<file path="config.mk">
export PLATFORM = sky130hd
export DESIGN_NAME = pipelined_addsub_flat
export DESIGN_NICKNAME = d
export VERILOG_FILES = /design/src/rtl/addsub_pkg.sv /design/src/rtl/pipelined_addsub_if.sv /design/src/rtl/addsub_stage.sv /design/src/rtl/fulladder.sv /design/src/rtl/pipelined_addsub.sv /design/src/flat_wrapper.sv
export SDC_FILE = /design/constraint.sdc
export NUM_CORES = 1
export LEC_CHECK = 0
export CORE_MARGIN = 1
export CORE_UTILIZATION = 50
export CTS_BUF_LIST = sky130_fd_sc_hd__clkbuf_4 sky130_fd_sc_hd__clkbuf_8
export CTS_CLUSTER_DIAMETER = 40
export DETAILED_ROUTE_END_ITERATION = 10
export GPL_ROUTABILITY_DRIVEN = 0
export PLACE_DENSITY = 0.75
export SLEW_MARGIN = 30
export SYNTH_ARGS = -nofsm -noshare
export SYNTH_HDL_FRONTEND = slang
export SYNTH_SLANG_ARGS = --single-unit
</file>
<file path="constraint.sdc">
create_clock -name clk -period 2.1 [get_ports clk]
set_clock_uncertainty 0.1 [all_clocks]
set_input_delay 0.21 -clock clk [delete_from_list [all_inputs] [get_ports clk]]
set_output_delay 0.21 -clock clk [all_outputs]
set_load 0.005 [all_outputs]
</file>
<file path="src/rtl/addsub_pkg.sv">
// Shared constants and helpers for the pipelined add/subtract datapath.
// Optional status flags are enabled with the ADDSUB_FLAGS_EN macro.
package addsub_pkg;

   localparam logic MODE_ADD = 1'b0;
   localparam logic MODE_SUB = 1'b1;

   function automatic int num_stages(input int width, input int chunk);
      return width / chunk;
   endfunction

endpackage

</file>
<file path="src/rtl/pipelined_addsub_if.sv">
// Operand/result handshake bundle for pipelined_addsub.
// zero/negative exist only when ADDSUB_FLAGS_EN is defined.
interface pipelined_addsub_if #(parameter int WIDTH = 16);

   logic             in_valid, in_ready;
   logic [WIDTH-1:0] a, b;
   logic             carry_in, sub;
   logic             out_valid, out_ready;
   logic [WIDTH-1:0] sum;
   logic             carry_out, overflow;
`ifdef ADDSUB_FLAGS_EN
   logic             zero, negative;
`endif

   modport master (
      output in_valid, a, b, carry_in, sub, out_ready,
`ifdef ADDSUB_FLAGS_EN
      input  zero, negative,
`endif
      input  in_ready, out_valid, sum, carry_out, overflow
   );

   modport slave (
      input  in_valid, a, b, carry_in, sub, out_ready,
`ifdef ADDSUB_FLAGS_EN
      output zero, negative,
`endif
      output in_ready, out_valid, sum, carry_out, overflow
   );

endinterface

</file>
<file path="src/rtl/addsub_stage.sv">
// One CHUNK-bit ripple slice with registered sum, carry and valid.
// With ADDSUB_FLAGS_EN a running zero flag is accumulated per slice.
module addsub_stage
   import addsub_pkg::*;
#(
   parameter int CHUNK = 4
) (
   input  logic             clk,
   input  logic             rst_n,
   input  logic             i_adv,
   input  logic             i_vld,
   input  logic [CHUNK-1:0] i_a,
   input  logic [CHUNK-1:0] i_b,
   input  logic             i_c,
`ifdef ADDSUB_FLAGS_EN
   input  logic             i_zero,
   output logic             o_zero,
`endif
   output logic             o_vld,
   output logic [CHUNK-1:0] o_sum,
   output logic             o_c,
   output logic             o_cmsb
);

   logic [CHUNK:0]   w_c;
   logic [CHUNK-1:0] w_s;
   logic             r_vld, r_c, r_cmsb;
   logic [CHUNK-1:0] r_sum;

   assign w_c[0] = i_c;

   for (genvar i = 0; i < CHUNK; i++) begin : g_fa
      fulladder u_fa (
         .i_a(i_a[i]), .i_b(i_b[i]), .i_c(w_c[i]),
         .o_s(w_s[i]), .o_c(w_c[i+1])
      );
   end

   // Data only loads on valid slots so bubbles leave the last result intact.
   always_ff @(posedge clk or negedge rst_n) begin
      if (!rst_n) begin
         r_vld  <= 1'b0;
         r_sum  <= '0;
         r_c    <= 1'b0;
         r_cmsb <= 1'b0;
      end else if (i_adv) begin
         r_vld <= i_vld;
         if (i_vld) begin
            r_sum  <= w_s;
            r_c    <= w_c[CHUNK];
            r_cmsb <= w_c[CHUNK-1];
         end
      end
   end

`ifdef ADDSUB_FLAGS_EN
   logic r_zero;
   always_ff @(posedge clk or negedge rst_n) begin
      if (!rst_n)                r_zero <= 1'b0;
      else if (i_adv && i_vld)   r_zero <= i_zero & (w_s == '0);
   end
   assign o_zero = r_zero;
`endif

   assign o_vld  = r_vld;
   assign o_sum  = r_sum;
   assign o_c    = r_c;
   assign o_cmsb = r_cmsb;

endmodule

</file>
<file path="src/rtl/fulladder.sv">
// Single-bit full adder used as the ripple cell of each stage.
module fulladder (
   input  logic i_a,
   input  logic i_b,
   input  logic i_c,
   output logic o_s,
   output logic o_c
);

   assign o_s = i_a ^ i_b ^ i_c;
   assign o_c = (i_a & i_b) | (i_c & (i_a ^ i_b));

endmodule

</file>
<file path="src/rtl/pipelined_addsub.sv">
// WIDTH-bit add/subtract pipelined as CHUNK-bit ripple slices, one per stage.
// Define ADDSUB_FLAGS_EN to add registered zero/negative outputs.
module pipelined_addsub
   import addsub_pkg::*;
#(
   parameter int WIDTH = 16,
   parameter int CHUNK = 4
) (
   input logic               clk,
   input logic               rst_n,
   pipelined_addsub_if.slave bus
);

   localparam int STAGES = num_stages(WIDTH, CHUNK);

   if (WIDTH % CHUNK != 0) begin : g_bad_cfg
      $error("pipelined_addsub: WIDTH must be a multiple of CHUNK");
   end

   logic                          w_adv, w_c0, w_cmsb_top;
   logic [WIDTH-1:0]              w_b;
   logic [STAGES-1:0]             w_vld, w_c;
   logic [STAGES-1:0][CHUNK-1:0]  w_sum, w_res;
`ifdef ADDSUB_FLAGS_EN
   logic [STAGES-1:0]             w_zero;
`endif

   // One global enable: the whole pipe freezes when the output is held.
   assign w_adv        = !w_vld[STAGES-1] | bus.out_ready;
   assign bus.in_ready = w_adv;
   assign w_b          = (bus.sub == MODE_SUB) ? ~bus.b : bus.b;
   assign w_c0         = (bus.sub == MODE_SUB) ? 1'b1 : bus.carry_in;

   for (genvar k = 0; k < STAGES; k++) begin : g_stage
      logic [CHUNK-1:0] w_opa, w_opb;
      logic             w_cin, w_vin, w_cmsb;
`ifdef ADDSUB_FLAGS_EN
      logic             w_zin;
`endif

      if (k == 0) begin : g_head
         assign w_opa = bus.a[CHUNK-1:0];
         assign w_opb = w_b[CHUNK-1:0];
         assign w_cin = w_c0;
         assign w_vin = bus.in_valid;
`ifdef ADDSUB_FLAGS_EN
         assign w_zin = 1'b1;
`endif
      end else begin : g_skew
         // k-deep delay line so this chunk meets the carry from stage k-1.
         logic [k-1:0][CHUNK-1:0] r_a, r_b;
         always_ff @(posedge clk or negedge rst_n) begin
            if (!rst_n) begin
               r_a <= '0;
               r_b <= '0;
            end else if (w_adv) begin
               r_a[0] <= bus.a[k*CHUNK +: CHUNK];
               r_b[0] <= w_b[k*CHUNK +: CHUNK];
               for (int d = 1; d < k; d++) begin
                  r_a[d] <= r_a[d-1];
                  r_b[d] <= r_b[d-1];
               end
            end
         end
         assign w_opa = r_a[k-1];
         assign w_opb = r_b[k-1];
         assign w_cin = w_c[k-1];
         assign w_vin = w_vld[k-1];
`ifdef ADDSUB_FLAGS_EN
         assign w_zin = w_zero[k-1];
`endif
      end

      addsub_stage #(.CHUNK(CHUNK)) u_stage (
         .clk(clk), .rst_n(rst_n), .i_adv(w_adv), .i_vld(w_vin),
         .i_a(w_opa), .i_b(w_opb), .i_c(w_cin),
`ifdef ADDSUB_FLAGS_EN
         .i_zero(w_zin), .o_zero(w_zero[k]),
`endif
         .o_vld(w_vld[k]), .o_sum(w_sum[k]), .o_c(w_c[k]), .o_cmsb(w_cmsb)
      );

      if (k == STAGES-1) begin : g_top
         assign w_cmsb_top = w_cmsb;
         assign w_res[k]   = w_sum[k];
      end else begin : g_low
         localparam int L = STAGES-1-k;
         logic                    w_cmsb_unused;
         logic [L-1:0][CHUNK-1:0] r_dsk;
         assign w_cmsb_unused = w_cmsb;
         // Each slot moves only with the valid bit it is aligned to.
         always_ff @(posedge clk or negedge rst_n) begin
            if (!rst_n) begin
               r_dsk <= '0;
            end else if (w_adv) begin
               if (w_vld[k]) r_dsk[0] <= w_sum[k];
               for (int d = 1; d < L; d++)
                  if (w_vld[k+d]) r_dsk[d] <= r_dsk[d-1];
            end
         end
         assign w_res[k] = r_dsk[L-1];
      end
   end

   assign bus.out_valid = w_vld[STAGES-1];
   assign bus.sum       = w_res;
   assign bus.carry_out = w_c[STAGES-1];
   assign bus.overflow  = w_cmsb_top ^ w_c[STAGES-1];
`ifdef ADDSUB_FLAGS_EN
   assign bus.zero      = w_zero[STAGES-1];
   assign bus.negative  = w_res[STAGES-1][CHUNK-1];
`endif

endmodule

</file>
<file path="src/flat_wrapper.sv">
// flat-port wrapper written by rule: the top's interface ports become plain ports
module pipelined_addsub_flat import addsub_pkg::*;
#(
   parameter int WIDTH = 16,
   parameter int CHUNK = 4
)
  (clk, rst_n, bus_in_valid, bus_a, bus_b, bus_carry_in, bus_sub, bus_out_ready, bus_in_ready, bus_out_valid, bus_sum, bus_carry_out, bus_overflow);
  pipelined_addsub_if #(.WIDTH(WIDTH)) bus_i ();
  input logic clk;
  input logic rst_n;
  input wire logic [$bits(bus_i.in_valid)-1:0] bus_in_valid;
  input wire logic [$bits(bus_i.a)-1:0] bus_a;
  input wire logic [$bits(bus_i.b)-1:0] bus_b;
  input wire logic [$bits(bus_i.carry_in)-1:0] bus_carry_in;
  input wire logic [$bits(bus_i.sub)-1:0] bus_sub;
  input wire logic [$bits(bus_i.out_ready)-1:0] bus_out_ready;
  output wire logic [$bits(bus_i.in_ready)-1:0] bus_in_ready;
  output wire logic [$bits(bus_i.out_valid)-1:0] bus_out_valid;
  output wire logic [$bits(bus_i.sum)-1:0] bus_sum;
  output wire logic [$bits(bus_i.carry_out)-1:0] bus_carry_out;
  output wire logic [$bits(bus_i.overflow)-1:0] bus_overflow;
  assign bus_i.in_valid = bus_in_valid;
  assign bus_i.a = bus_a;
  assign bus_i.b = bus_b;
  assign bus_i.carry_in = bus_carry_in;
  assign bus_i.sub = bus_sub;
  assign bus_i.out_ready = bus_out_ready;
  assign bus_in_ready = bus_i.in_ready;
  assign bus_out_valid = bus_i.out_valid;
  assign bus_sum = bus_i.sum;
  assign bus_carry_out = bus_i.carry_out;
  assign bus_overflow = bus_i.overflow;
  pipelined_addsub #(.WIDTH(WIDTH), .CHUNK(CHUNK)) u_core (.clk(clk), .rst_n(rst_n), .bus(bus_i));
endmodule
</file>
---- After elaboration in Yosys (flattened, before gate mapping) ----
Index checks and enable logic that the tools add are counted.
storage, ports and cells
  register bits after elaboration ......... 97
  bits in latches ......................... 0
  memory bits (writable) .................. 0
  memory bits (read-only) ................. 0
  input bits .............................. 38
  output and inout port bits .............. 20
  word-level logic and storage cells ...... 121
  memories ................................ 0
cells by class
  add/subtract/negate cells ............... 0
  multiply operators ...................... 0
  divide/modulo/power cells ............... 0
  order comparisons ....................... 0
  equality and inequality tests ........... 0
  shift-type cells ........................ 0
  mux-type cells .......................... 2
  bitwise gates (word level) .............. 83
  reduce and logical (&&, ||, !) cells .... 5
operators by type and width
  cell                 number
  XOR 1 bit            33
  AND 1 bit            32
  OR 1 bit             17
  two-way mux 16 bit   1
  inverter 16 bit      1
  AND reduction 2 bit  4
  zero test 1 bit      1
  two-way mux 1 bit    1

---- Logic depth before layout (Yosys ltp) ----
  depth after elaboration ................. 11
  mapped depth ............................ 9
  gate-level depth less buffers ........... 9

---- By module ----
Synthesis repeated with hierarchy kept, for this count alone.
second synthesis, totals
  cell total of the unflattened synthesis .. 276
  area, all modules ....................... 4,327.9 sq um
by module, submodules not included
  module            instances  cells each  area an instance (sq um)  sequential area each (sq um)
  pipelined_addsub  1          196         2,976.6                   1,801.7
  addsub_stage      4          16          257.7                     175.2
  fulladder         16         1           20.0                      0.0

---- Worst setup path after synthesis ----
OpenSTA, ideal clock, no wires.
  kind .................................... input to register
  start ................................... in bus_sub
  end ..................................... reg u_core.g_stage[0].u_stage.r_sum[3]
  library setup time ...................... 0.125 ns
  arrival ................................. 2.553 ns
  data required time ...................... 1.875 ns
  path slack .............................. -0.678 ns
  cell stages on the path ................. 9
  path buffers ............................ 2
  cells stage by stage .................... buf_4 buf_4 xnor2_1 fa_1 fa_1 fa_1 inv_1 fa_1 mux2_4
on the way
  longest elaborated chain between the ends .. 9
ends and longest elaborated chain
  element                                         RTL line                source
  from (decl)                                     flat_wrapper.sv:15      input wire logic [$bits(bus_i.sub)-1:0] bus_sub;
  two-way mux 16 bit                              pipelined_addsub.sv:31  assign w_b = (bus.sub == MODE_SUB) ? ~bus.b : bus.b;
  XOR 1 bit                                       fulladder.sv:11         assign o_c = (i_a & i_b) | (i_c & (i_a ^ i_b));
  AND 1 bit                                       fulladder.sv:11
  OR 1 bit                                        fulladder.sv:11
  AND 1 bit                                       fulladder.sv:11
  OR 1 bit                                        fulladder.sv:11
  AND 1 bit                                       fulladder.sv:11
  OR 1 bit                                        fulladder.sv:11
  XOR 1 bit (*)                                   fulladder.sv:10         assign o_s = i_a ^ i_b ^ i_c;
  via u_core.g_stage[0].u_stage.g_fa[3].u_fa.o_s  fulladder.sv:6          output logic o_s,
  to (signal assigned)                            addsub_stage.sv:49      r_sum <= w_s;
  to (decl)                                       addsub_stage.sv:28      logic [CHUNK-1:0] r_sum;
The timed path passes the listed nets; every way through them passes the cells marked *.
A chain may end at the register's enable or synchronous reset.

---- Worst setup path after layout ----
  start ................................... reg u_core.g_stage[3].g_skew.r_b (netlist bit u_core.g_stage[3].w_opb[0])
  end ..................................... reg u_core.g_stage[3].u_stage.r_sum[3]
on the way
  longest elaborated chain between the ends .. 8
ends and longest elaborated chain
  element                                         RTL line                source
  from (decl)                                     pipelined_addsub.sv:51  logic [k-1:0][CHUNK-1:0] r_a, r_b;
  from (signal, indexed assignment)               pipelined_addsub.sv:61  r_b[d] <= r_b[d-1];
  XOR 1 bit                                       fulladder.sv:11
  AND 1 bit                                       fulladder.sv:11
  OR 1 bit (*)                                    fulladder.sv:11
  AND 1 bit (*)                                   fulladder.sv:11
  OR 1 bit (*)                                    fulladder.sv:11
  AND 1 bit (*)                                   fulladder.sv:11
  OR 1 bit (*)                                    fulladder.sv:11
  via u_core.g_stage[3].u_stage.g_fa[2].u_fa.o_c  fulladder.sv:7          output logic o_c
  XOR 1 bit (*)                                   fulladder.sv:10
  via u_core.g_stage[3].u_stage.g_fa[3].u_fa.o_s  fulladder.sv:6
  to (signal assigned)                            addsub_stage.sv:49
  to (decl)                                       addsub_stage.sv:28
Marked as above.

==> summary.txt <==
Final layout
  – Layout area overhead: 22.1%
  – Leading cell type in the layout, fill and taps excluded: dfrtp_1
  – Ant diodes: 0
  – Finished Layout Cells: 488
  – Layout cells sized above 1: 34.7%
  – Final-stage net count: 433
  – Commonest non-fill, non-tap cells in the layout: dfrtp_1 (97), clkdlybuf4s50_1 (51), mux2_2 (43)

Yosys
  – Seq/Total Area, Yosys: 56.0%
  – #FFs+latches synth: 97
  – Adder-Cell Fraction of Synth Area: 7.39%
  – Mux contribution to synthesized area: 19.5%
  – Synth warn: 0
  – Post-synth cell types: 20
  – Post-synth top area cell: dfrtp_1
  – Largest family of logic cells by synthesized area: multiplexers
  – Post-Syn Area per Cell: 13.8 um2
  – Share of the synthesized area in the top cell type: 56.0%
  – Synth Area in Simple Gates: 3.52%
  – Mapped cell area: 4340 um2
  – Post-synthesis compound-gate area fraction: 2.89%
  – Post-synthesis xor/xnor area fraction: 3.43%
  – Synthesized net count: 368
  – Synth top area cells: dfrtp_1 (56%), mux2_2 (11%), fa_1 (7.4%), mux2_4 (5.5%), inv_1 (3.3%)
  – Cells after Synth: 314

Detailed routing
  – Initial DRC count: 67
  – Post-route ant nets: 0
  – Vias: 2,337
  – DRC Markers: 0
  – WL/cell: 14.0 um
  – Vias per cell: 4.79
  – Drt pass-1 iters: 4
  – Post-Route WL: 6820 um

Placement
  – HPWL after DPL: 4920 um
  – Placed insts: 469
  – Buffers on Ports: 57

Critical path
  – Crit path required time: 2.24 ns
  – CP Class: reg2reg
  – Crit-path max FO: 2
  – Buf/Inv on CP: 4
  – Arrival @ worst endpoint: 2.45 ns
  – CP startpoint kind: register
  – CP top delay family: adder cells
  – CP most frequent cell: inv_2
  – Slowest CP cell: fa_2
  – Critical Path Sink Type: register
  – CP cell instances: inv_2, fa_2, inv_2, fa_2, inv_2, fa_2, inv_2, fa_1, mux2_2
  – Slowest Stage Delay on Critical Path: 0.37 ns

Die
  – Die ar.: 9050 um2
  – Num ports: 58
  – Die Ht: 95.1 um
  – Initial Utilization: 52.2%
  – FP Rows: 33
  – Die Width: 95.1 um
  – Core box area: 8300 um2

GRT
  – First-pass GRT wire length: 11,700 um
  – Vias in the first global route: 2,381
  – Total track usage: 17.1%
  – Antenna violations before repair: 0
  – Largest net degree at the start of global routing: 37
  – Global route overflow: 0

Clocking
  – Clock Sinks: 97
  – H-tree depth: 3
  – CTS tree: yes
  – Root Buffer: clkbuf_8
  – Num CTS Buffers: 9
  – Clock slew at reported path FFs: 0.09 ns
  – Skew-Pair Late Insertion Delay: 0.34 ns
  – Max Root-Sink Buffers: 2

Power
  – P_leak: 2.45 nW
  – Pwr Density: 1410 nW/um2
  – Peak supply drop: 0.547 mV

Timing
  – Slew Limit Headroom: 77.1%
  – Setup WS post-layout: -0.215 ns
  – Period utilization: 110%
  – Unrepaired setup endpoints after global routing: yes
  – Crit path time final: 2.31 ns
  – Final slew viol count: 0
  – # setup viols final: 5
  – Hold WS: 0.202 ns
  – Final Hold Vio Count: 0
  – Peak Freq: 432 MHz
  – Slew @ Worst Pin: 0.343 ns

Outcome
  – Failing checks: setup timing
  – Outcome: complete, but fails checks

Worst hold path
  – Hold Path Class: in2reg

Flow run
  – Maxcap violations: 0
[where the power goes]
group	internal, mW	leakage, nW	total (mW)	switching (mW)
combinational	1.81	1.21	3.00	1.19
sequential	2.72	1.13	3.19	0.474
clock	0.661	0.109	1.27	0.606
[worst paths after layout]
check                                                                  to                                        start  slack, ns  cells after the start
setup reg to reg           u_core.g_stage[3].u_stage.o_sum[3]$_DFFE_PN0P_       u_core.g_stage[3].w_opb[0]$_DFFE_PN0N_      -0.21                      9
hold reg to reg                    u_core.g_stage[3].w_opa[2]$_DFFE_PN0N_  u_core.g_stage[3].g_skew.r_a[6]$_DFFE_PN0N_       0.38                      2
hold / removal             u_core.g_stage[0].u_stage.o_sum[0]$_DFFE_PN0P_                                     bus_a[0]       0.20                      4
min in group asynchronous     u_core.g_stage[3].g_skew.r_a[2]$_DFFE_PN0N_                                        rst_n       0.21                      2
setup / recovery           u_core.g_stage[3].u_stage.o_sum[3]$_DFFE_PN0P_       u_core.g_stage[3].w_opb[0]$_DFFE_PN0N_      -0.21                      9
max in group asynchronous          u_core.g_stage[2].w_opa[1]$_DFFE_PN0N_                                        rst_n       1.11                      3
[cell families (layout without fill, tap and decap cells)]
logic type	Yosys count	in the layout
xor gates and xnor gates	17	17
buffers and inverters	59	128
adders and majority gates	16	16
DFF	97	97
and+or+nand+nor	29	29
AOI/OAI and AO/OA	25	25
muxes	71	71
[cells in the mapped netlist]
master / n
buf_2: 5
buf_6: 4
xor2_1: 4
nand2_8: 1
nand2_4: 2
nand2b_4: 1
xnor2_1: 13
o21ai_0: 15
mux2_2: 44
a21oi_1: 10
nand2_1: 13
dfrtp_1: 97
inv_1: 38
mux2_4: 16
buf_12: 1
fa_1: 16
nand2_2: 1
buf_4: 11
nor2_1: 11
mux2i_1: 11
[registers in the layout, indices dropped and copies added, names as in the netlist]
name / cells
u_core.bus.sum: 8
u_core.g_stage.g_skew.r_a: 16
u_core.g_stage.g_skew.r_b: 16
u_core.g_stage.u_stage.o_cmsb: 1
u_core.g_stage.g_low.r_dsk: 16
u_core.g_stage.u_stage.o_vld: 4
u_core.g_stage.w_opb: 8
u_core.g_stage.u_stage.o_sum: 16
u_core.g_stage.w_opa: 8
u_core.g_stage.u_stage.o_c: 4
[per-layer routing]
| layer | global-route usage (%) | part of all wire [%] | wire length, um | vias up |
|---|---|---|---|---|
| met5 | 0 | 0 | 0 | - |
| met4 | 6.44 | 0.87 | 59 | 0 |
| met3 | 2.47 | 2.9 | 196 | 5 |
| met2 | 26.0 | 48 | 3280 | 41 |
| met1 | 25.1 | 48 | 3290 | 1154 |
| li1 | - | - | - | 1137 |
[layout make-up]
cell class	instances	area, um2
Fill cell	634	3000
Inverter	38	143
Clock inverter	6	83.8
Sequential cell	97	2430
Clock buffer	9	124
Tap cell	105	131
Multi-Input combinational cell	158	1660
Timing Repair Buffer	75	731
[worst reg2reg max path: stages (launching register included)]
cell     delay [ns]
dfrtp_1        0.34
inv_2          0.05
fa_2           0.37
inv_2          0.06
fa_2           0.19
inv_2          0.04
fa_2           0.35
inv_2          0.08
fa_1           0.37
mux2_2         0.26
[stage by stage]
step                instance area (um2)  util [%]  setup TNS, ns  power [mW]  setup WS (ns)
floorplan                          4390         -         -0.620        5.21         -0.469
global placement                   5010      60.4          -2.20        5.95         -0.831
detailed placement                 5010      60.4          -2.54        6.13         -0.888
CTS                                5260      63.4         -0.623        7.50         -0.232
global route                       5300      63.8         -0.919        8.04         -0.344
finish                             5300      63.8         -0.519        7.46         -0.215
[timing repair]
item / 4_1_cts / 5_1_grt
buffers inserted: 2 / 1
hold endpoints to repair: 24 / 0
gates resized for setup: 34 / 10
setup endpoints to repair: 7 / 6
pin swaps: 6 / 7
hold buffers: 1 / 0
Power figures use the tool's default switching activity.
